### src/rtl/rice_bus_arbiter_pkg.sv
// Shared definitions for the rice bus arbiter.
// id_width: bits needed to name one of `masters` requesters (never less than 1).
package rice_bus_arbiter_pkg;

  function automatic int unsigned id_width(input int unsigned masters);
    return (masters > 2) ? $clog2(masters) : 1;
  endfunction

endpackage

### src/rtl/rice_bus_arbiter_id_fifo.sv
// In-order ID FIFO: remembers which master owns each accepted-but-unanswered request.
// Ports:
//   i_clk, i_rst  clock, synchronous active-high reset (empties the FIFO)
//   i_push/i_data write one ID at the tail
//   i_pop         drop the head entry
//   o_head        ID at the head (valid when !o_empty)
//   o_empty/o_full/o_count occupancy
module rice_bus_arbiter_id_fifo #(
  parameter int unsigned WIDTH = 1,
  parameter int unsigned DEPTH = 4
) (
  input  logic                         i_clk,
  input  logic                         i_rst,
  input  logic                         i_push,
  input  logic [WIDTH-1:0]             i_data,
  input  logic                         i_pop,
  output logic [WIDTH-1:0]             o_head,
  output logic                         o_empty,
  output logic                         o_full,
  output logic [$clog2(DEPTH+1)-1:0]   o_count
);

  localparam int unsigned PtrWidth   = (DEPTH > 1) ? $clog2(DEPTH) : 1;
  localparam int unsigned CountWidth = $clog2(DEPTH + 1);

  logic [WIDTH-1:0]      mem_q [DEPTH];
  logic [PtrWidth-1:0]   wr_ptr_q, wr_ptr_d;
  logic [PtrWidth-1:0]   rd_ptr_q, rd_ptr_d;
  logic [CountWidth-1:0] count_q, count_d;

  function automatic logic [PtrWidth-1:0] ptr_inc(input logic [PtrWidth-1:0] ptr);
    return (ptr == PtrWidth'(DEPTH - 1)) ? '0 : ptr + 1'b1;
  endfunction

  always_comb begin
    wr_ptr_d = i_push ? ptr_inc(wr_ptr_q) : wr_ptr_q;
    rd_ptr_d = i_pop ? ptr_inc(rd_ptr_q) : rd_ptr_q;
    count_d  = count_q;
    unique case ({i_push, i_pop})
      2'b10:   count_d = count_q + 1'b1;
      2'b01:   count_d = count_q - 1'b1;
      default: count_d = count_q;
    endcase
  end

  always_ff @(posedge i_clk) begin
    if (i_rst) begin
      wr_ptr_q <= '0;
      rd_ptr_q <= '0;
      count_q  <= '0;
    end else begin
      wr_ptr_q <= wr_ptr_d;
      rd_ptr_q <= rd_ptr_d;
      count_q  <= count_d;
    end
  end

  // Storage needs no reset: entries are only read once counted in.
  always_ff @(posedge i_clk) begin
    if (i_push) begin
      mem_q[wr_ptr_q] <= i_data;
    end
  end

  assign o_head  = mem_q[rd_ptr_q];
  assign o_empty = (count_q == '0);
  assign o_full  = (count_q == CountWidth'(DEPTH));
  assign o_count = count_q;

endmodule

### src/rtl/rice_bus_arbiter.sv
// N-master to 1-slave rice bus arbiter.
// Round-robin grant on the request channel, held while the slave stalls; an in-order
// ID FIFO routes each slave response back to the master whose request was accepted.
// Both channels are combinational pass-throughs (no added latency).
// Ports:
//   i_clk, i_rst                       clock, synchronous active-high reset
//   i_request_valid/o_request_ready    per-master request handshake
//   i_address/i_strobe/i_write_data    packed per-master request payload
//   o_response_valid/i_response_ready  per-master response handshake
//   o_read_data, o_error               response payload broadcast to all masters
//   o_slave_*/i_slave_*                shared slave port
module rice_bus_arbiter
  import rice_bus_arbiter_pkg::*;
#(
  parameter int unsigned MASTERS         = 2,
  parameter int unsigned ADDRESS_WIDTH   = 32,
  parameter int unsigned DATA_WIDTH      = 32,
  parameter int unsigned STROBE_WIDTH    = DATA_WIDTH / 8,
  parameter int unsigned MAX_OUTSTANDING = 4
) (
  input  logic                               i_clk,
  input  logic                               i_rst,
  input  logic [MASTERS-1:0]                 i_request_valid,
  output logic [MASTERS-1:0]                 o_request_ready,
  input  logic [MASTERS*ADDRESS_WIDTH-1:0]   i_address,
  input  logic [MASTERS*STROBE_WIDTH-1:0]    i_strobe,
  input  logic [MASTERS*DATA_WIDTH-1:0]      i_write_data,
  output logic [MASTERS-1:0]                 o_response_valid,
  input  logic [MASTERS-1:0]                 i_response_ready,
  output logic [DATA_WIDTH-1:0]              o_read_data,
  output logic                               o_error,
  output logic                               o_slave_request_valid,
  input  logic                               i_slave_request_ready,
  output logic [ADDRESS_WIDTH-1:0]           o_slave_address,
  output logic [STROBE_WIDTH-1:0]            o_slave_strobe,
  output logic [DATA_WIDTH-1:0]              o_slave_write_data,
  input  logic                               i_slave_response_valid,
  output logic                               o_slave_response_ready,
  input  logic [DATA_WIDTH-1:0]              i_slave_read_data,
  input  logic                               i_slave_error
);

  localparam int unsigned IdWidth    = id_width(MASTERS);
  localparam int unsigned CountWidth = $clog2(MAX_OUTSTANDING + 1);

  logic [IdWidth-1:0]    rr_q, rr_d;
  logic [IdWidth-1:0]    grant_q;
  logic                  lock_q, lock_d;
  logic [IdWidth-1:0]    grant;
  logic                  any_valid;
  logic                  full_block;
  logic                  accept;
  logic                  pop;
  logic [IdWidth-1:0]    fifo_head;
  logic                  fifo_empty;
  logic                  fifo_full;
  logic [CountWidth-1:0] fifo_count;

  assign any_valid = |i_request_valid;

  // Locked: the slave saw a request it has not yet taken, so the grant must not move.
  always_comb begin
    int unsigned idx;
    logic        found;
    idx   = 0;
    found = 1'b0;
    grant = rr_q;
    if (lock_q) begin
      grant = grant_q;
    end else begin
      for (int unsigned i = 0; i < MASTERS; i++) begin
        idx = (int'(rr_q) + i) % MASTERS;
        if (!found && i_request_valid[idx]) begin
          grant = IdWidth'(idx);
          found = 1'b1;
        end
      end
    end
  end

  // A simultaneous pop frees a slot, so a full FIFO can still accept this cycle.
  assign full_block = (fifo_count == CountWidth'(MAX_OUTSTANDING)) && !pop;

  assign o_slave_request_valid = any_valid && !full_block;
  assign o_slave_address    = i_address[int'(grant)*ADDRESS_WIDTH +: ADDRESS_WIDTH];
  assign o_slave_strobe     = i_strobe[int'(grant)*STROBE_WIDTH +: STROBE_WIDTH];
  assign o_slave_write_data = i_write_data[int'(grant)*DATA_WIDTH +: DATA_WIDTH];
  assign accept = o_slave_request_valid && i_slave_request_ready;

  always_comb begin
    o_request_ready        = '0;
    o_request_ready[grant] = any_valid && i_slave_request_ready && !full_block;
  end

  always_comb begin
    rr_d   = rr_q;
    lock_d = lock_q;
    if (accept) begin
      rr_d   = (int'(grant) + 1 == MASTERS) ? '0 : IdWidth'(int'(grant) + 1);
      lock_d = 1'b0;
    end else if (o_slave_request_valid) begin
      lock_d = 1'b1;
    end
  end

  always_ff @(posedge i_clk) begin
    if (i_rst) begin
      rr_q    <= '0;
      lock_q  <= 1'b0;
      grant_q <= '0;
    end else begin
      rr_q    <= rr_d;
      lock_q  <= lock_d;
      grant_q <= grant;
    end
  end

  // Response path: only the head-of-FIFO master sees the slave response.
  always_comb begin
    o_response_valid       = '0;
    o_slave_response_ready = 1'b0;
    if (!fifo_empty) begin
      o_response_valid[fifo_head] = i_slave_response_valid;
      o_slave_response_ready      = i_response_ready[fifo_head];
    end
  end

  assign pop         = i_slave_response_valid && o_slave_response_ready;
  assign o_read_data = i_slave_read_data;
  assign o_error     = i_slave_error;

  rice_bus_arbiter_id_fifo #(
    .WIDTH (IdWidth),
    .DEPTH (MAX_OUTSTANDING)
  ) u_id_fifo (
    .i_clk   (i_clk),
    .i_rst   (i_rst),
    .i_push  (accept),
    .i_data  (grant),
    .i_pop   (pop),
    .o_head  (fifo_head),
    .o_empty (fifo_empty),
    .o_full  (fifo_full),
    .o_count (fifo_count)
  );

  // A response with nothing outstanding means the slave broke ordering.
  assert property (@(posedge i_clk) disable iff (i_rst) !(i_slave_response_valid && fifo_empty))
    else $error("slave response with no outstanding request");

  assert property (@(posedge i_clk) disable iff (i_rst)
                   fifo_full == (fifo_count == CountWidth'(MAX_OUTSTANDING)))
    else $error("id fifo full flag disagrees with count");

endmodule

### config.mk
export PLATFORM = sky130hd
export DESIGN_NAME = rice_bus_arbiter
export DESIGN_NICKNAME = d
export VERILOG_FILES = /design/src/rtl/rice_bus_arbiter_pkg.sv /design/src/rtl/rice_bus_arbiter_id_fifo.sv /design/src/rtl/rice_bus_arbiter.sv
export SDC_FILE = /design/constraint.sdc
export NUM_CORES = 1
export LEC_CHECK = 0
export CORE_MARGIN = 10
export CORE_UTILIZATION = 24
export CTS_CLUSTER_SIZE = 28
export DETAILED_ROUTE_END_ITERATION = 12
export PLACE_DENSITY = 0.9
export SLEW_MARGIN = 10
export SYNTH_ARGS = -nofsm -noshare
export SYNTH_HDL_FRONTEND = slang
export SYNTH_SLANG_ARGS = --single-unit
### constraint.sdc
create_clock -name i_clk -period 3.33 [get_ports i_clk]
set_input_delay 0.4995 -clock i_clk [delete_from_list [all_inputs] [get_ports i_clk]]
set_output_delay 0.4995 -clock i_clk [all_outputs]
set_load 0.02 [all_outputs]
# Word-level counts from Yosys, hierarchy flattened
# Memory sizes are Yosys's and may differ from the RTL's. A register that Yosys moved wholly into a read port is not among the register bits.
# Index checks and enable logic that the tools add are counted.
# Widths: inputs -> output; s select.
# word_totals
ff_bits	10
latchBits	0
mem_bits_rw	4
mem_bits_ro	0
in_bits	177
out_inout_bits	107
n_memories	1
# op_classes
n_addsub	7
mul	0
div_mod_pow	0
magnitude_cmp	6
n_eq_ne	6
shifts	3
n_mux	24
bitwise_logic	2
reduce_logical	16
# mem_list
name	depth	width	rd	rd_clocked_by_memory_dff	wr	line	source
u_id_fifo.mem_q	4	1	1	1	1	rice_bus_arbiter_id_fifo.sv:26	logic [WIDTH-1:0] mem_q [DEPTH];
# ops
cell	n
$shiftx 64x7->32	2
$mux 1	16
$mux 2	5
$logic_and 1x1->1	9
$eq 2x2->1 const B	4
$lt 1x2->1 const B	4
$shiftx 8x4->4	1
$pmux 3 s2	1
$add 2x1->2 const B	2
$and 2x2->2	2
$reduce_or 2->1	2
$add 3x1->3 const B	1
$eq 3x3->1 const B	1
$logic_not 1->1	3
$logic_not 3->1	1
$sub 3x1->3 const B	1
$add 1x1->1 const B	2
$add 1x1->2 const B	1
$demux 1 s1	2
$eq 2x1->1 const B	1
$ge 1x1->1 const B	2
$reduce_bool 2->1	1

# Depth between registers and ports, before layout
# logic_depth
ltp_word	13
depth_mapped	11
mapped_depth_nobuf	10

# Hierarchy
# Synthesis repeated with hierarchy kept, for this count alone.
# unflattened
cells_unflattened	188
area_unflattened_um2	1884.3
# by_module_without_submodules
module	instances	cells_per_inst	area_per_inst_um2	seq_area_each_um2
rice_bus_arbiter	1	135	1293.7	60.1
rice_bus_arbiter_id_fifo	1	53	590.6	300.3

# Worst setup path after synthesis
# OpenSTA, ideal clock, no wires.
# synth_path
path_type	reg2reg
from	reg with a tool-made name
to	reg u_id_fifo.count_q[2], in the netlist u_id_fifo.o_count[2]
setup_ns	0.070
arrival_time_ns	2.508
slack_ns	0.752
stages_incl_launch_ff	12
n_path_buf	1
synth_period_minus_slack_ns	2.578
cell_sequence	dfxtp_1 -> mux4_2 -> mux2i_4 -> a21oi_2 -> buf_6 -> inv_1 -> ha_1 -> inv_1 -> fa_1 -> xor2_1 -> or3_1 -> a21oi_1
# synth_rtl
element	line	source
end signal: assignment	rice_bus_arbiter_id_fifo.sv:54	count_q <= count_d;
end: declaration	rice_bus_arbiter_id_fifo.sv:29	logic [CountWidth-1:0] count_q, count_d;

# Worst setup path in the final report
# layout_path
from	in i_request_valid[0]
to	out o_slave_write_data[7]
# layout_between
elab_chain_cells	9
# layout_lines
element	line	source
start: declaration	rice_bus_arbiter.sv:23	input logic [MASTERS-1:0] i_request_valid,
$mux 1 (implied by the code) (2 in a row)	rice_bus_arbiter.sv:73	if (!found && i_request_valid[idx]) begin
$mux 1	rice_bus_arbiter.sv:73	
$mux 1	rice_bus_arbiter.sv:68	if (lock_q) begin
$logic_not 1->1	rice_bus_arbiter.sv:73	
$logic_and 1x1->1 (*)	rice_bus_arbiter.sv:73	
$mux 1 (*)	rice_bus_arbiter.sv:73	
$mux 1 (*)	rice_bus_arbiter.sv:68	
$shiftx 64x7->32 (*)	rice_bus_arbiter.sv:87	assign o_slave_write_data = i_write_data[int'(grant)*DATA_WIDTH +: DATA_WIDTH];
end: declaration	rice_bus_arbiter.sv:36	output logic [DATA_WIDTH-1:0] o_slave_write_data,
# Every way passes the cells marked *; elsewhere a longest branch is shown, timed or not. The select of a mux whose other input is x is not followed.

==> reports/qor.txt <==
Core area -> 0.007767 mm²
Total die area -> 0.01201 mm²
# IOs -> 284
Share of layout cells above drive strength 1 -> 0.2626
Outcome -> finished, final reports clean
Yosys warns -> 0
CTS Hold Bufs -> 0
Worst slew margin -> 0.7411
Async SR Flop Fraction -> 0
Syn Nets -> 378
CP Max Fanout -> 36
Dpl hpwl -> 10680 µm
Avg WL per Cell -> 24.90 µm
Post-CTS Resized -> 0
NetSw -> 0.4674 mW
Clock Latency Late Sink -> 0.25 ns
Drt pass-1 iters -> 4
Clock skew -> 0.004665 ns
Dpl cells -> 475
Post-Synthesis Cells -> 194
Worst VDD drop -> 0.1414 mV
Cell Count, Final, Fillers Out -> 480
Leak -> 1.504 nW
WS Path Type -> in2out
Critical path endpoint category -> primary output
Sequential area share after synthesis -> 0.1870
Nets@finish -> 562
Multi-input gate area -> 0.001242 mm²
Hold Crit Class -> reg2reg
Synth Area in Compound Gates -> 0.05325
Post-Synth Adder-Cell Area -> 0.04935
Slew @ Worst Pin -> 0.3871 ns
#FFs+latches synth -> 16
Predominant post-synthesis flop cell -> dfxtp_1
Clock-pin slew on the worst setup and hold paths -> 0.06 ns
Die height -> 109.6 µm
Final setup violation count -> 0
Final ANT Viol Nets -> 0
Root buf cell -> clkbuf_8
Grt total ovfl -> 0
Initial core utilization -> 0.2481
WHS Path Cells -> 2
Area growth, synth to finish -> 107.1%
Synth top area cells -> mux2_2 40%, buf_4 13%, dfxtp_1 12%
DR iter-0 viols -> 75
H-tree depth -> 1
Mean area per synthesized cell -> 9.932 µm²
Biggest area consumer among synthesized cells -> mux2_2
Final Hold Vio Count -> 0
Die X-Extent -> 109.6 µm
Routed wire length -> 11950 µm
Share of total power in combinational logic -> 0.692
CTS tree -> built
Slew Viols, Final -> 0
DRC viols -> 0
CTS max path bufs -> 2
Max frequency -> 0.3094 GHz
Fillers -> 685
Pin count of the biggest net entering global routing -> 41
Row cnt -> 32
Multiplexer area fraction after synthesis -> 0.4396
Fin Setup TNS -> 0 ns
WP data required -> 2.83 ns
Distinct cells, synth -> 35
DR vias -> 2141
Sequential Area -> 360.3 µm²
Unrepaired setup endpoints after global routing -> false
Vias in the first global route -> 2320
IO Port Bufs -> 217
Post-synth EDFFs -> 4
Worst path arrival time -> 2.73 ns
Post-synth top area share -> 0.4032
Clock network power share -> 0.115
Final GP Congestion -> 0.9024
Syn Std Cell Area -> 0.001927 mm²
Initial antenna violation count -> 1
Crit start category -> input port
Gr usage total -> 0.1821
Sw Ratio -> 0.3721
First-pass GRT wire length -> 16020 µm
Combinational family with the most area after synthesis -> multiplexers
Final min period -> 3.232 ns
Period utilisation layout -> 0.9705
R2R cell count -> 10
Cell Int Power -> 0.7889 mW
Post-Synth Simple-Gate Area -> 0.09351
Num CTS Buffers -> 3
Xor/xnor share of the synthesized area -> 0.009091
R2r setup slk -> 0.65 ns
Power density over the cells -> 314.7 mW/mm²
CTS sink cnt -> 16
Via density -> 4.460
Register share of total power -> 0.193
Max-cap violations -> 0
Setup Fix Bufs, Post-CTS -> 0
-- power by group through the flow --
| stage | Combinational [mW] | Sequential [mW] | Clock [mW] |
|---|---|---|---|
| floorplan | 0.476 | 0.242 | 0 |
| global placement | 0.866 | 0.245 | 0 |
| detailed placement | 0.875 | 0.247 | 0 |
| CTS | 0.882 | 0.243 | 0.151 |
| global route | 0.929 | 0.248 | 0.161 |
| finish | 0.869 | 0.242 | 0.145 |
-- per-stage QoR --
stage	setup WS [ns]	hold slack, ns	util	instance area (µm²)	total power, mW
6_report	0.09821	0.5170	0.5139	3991	1.256
5_1_grt	0.01690	0.5453	0.5135	3989	1.337
4_1_cts	0.08438	0.5190	0.5135	3989	1.275
3_5_place_dp	0.08722	0.5093	0.5077	3944	1.122
3_3_place_gp	0.1189	0.4903	0.5077	3944	1.111
2_1_floorplan	0.7517	0.4717	-	1927	0.7178
-- layout make-up --
cell class                 instances  area share
timing repair buffer             221      0.5480
multi-input combinational        129      0.3113
sequential                        16     0.09028
tap                              102     0.03197
clock buffer                       3     0.01034
inverter                           7    0.006583
clock inverter                     1   0.0009404
antenna                            1   0.0006270
-- routing by layer --
| metal | global-route usage | wire length (µm) | share of wire | vias to the layer above |
|---|---|---|---|---|
| li1 | - | - | - | 1020 |
| met1 | 0.2006 | 4444 | 0.37 | 961 |
| met2 | 0.2726 | 5280 | 0.44 | 147 |
| met3 | 0.1516 | 2160 | 0.18 | 13 |
| met4 | 0.02323 | 68 | 0.0057 | 0 |
| met5 | 0 | 0 | 0 | - |
-- cell families after synthesis --
kind of cell / after synthesis
xor gates and xnor gates: 2
muxes: 73
DFF: 16
buffers and inverters: 49
and+or+nand+nor: 33
AOI/OAI and AO/OA: 14
adders and majority gates: 7
-- synth_stat cells, types with 2 or more instances --
library cell and number:
and2_1 6, dfxtp_1 12, edfxtp_1 4, inv_1 7, buf_4 33, nor3_1 3
nor2_1 10, a21oi_1 5, nand2b_1 4, o21ai_0 3, nor2b_1 3, mux2_2 69
buf_2 7, xor2_1 2, ha_1 6
-- worst paths after layout --
kind,from,endpoint
setup reg to reg,u_id_fifo.mem_q[3]$_DFFE_PP_,u_id_fifo.o_count[2]$_SDFFE_PP0P_
hold / removal,u_id_fifo.wr_ptr_q[1]$_SDFFE_PP0P_,u_id_fifo.wr_ptr_q[1]$_SDFFE_PP0P_
hold reg to reg,u_id_fifo.wr_ptr_q[1]$_SDFFE_PP0P_,u_id_fifo.wr_ptr_q[1]$_SDFFE_PP0P_
setup / recovery,i_request_valid[0],o_slave_write_data[7]
-- cells in the final DEF (no fill, tap or decap), drive strengths merged --
master         count
a21oi              6
o221ai             1
nand3b             1
dfxtp             12
nor2b              3
ha                 6
clkbuf             3
nor3               3
a21boi             1
fa                 1
and2               6
o21ai              3
o31ai              1
mux4               1
o31a               1
and3               1
inv                7
diode              1
clkinv             1
mux2i              2
nand2              1
xor2               2
a211oi             1
buf               20
or4                1
or2                1
edfxtp             4
mux2              70
clkdlybuf4s50    201
nand2b             4
or3b               1
or3                1
nor2              10
-- worst max-delay path, stage by stage --
cell	delay, ns
clkdlybuf4s50_1	0.47
a21boi_0	0.18
o31ai_4	0.35
buf_12	0.26
mux2_2	0.38
clkdlybuf4s50_1	0.57
Power figures use the tool's default switching activity.
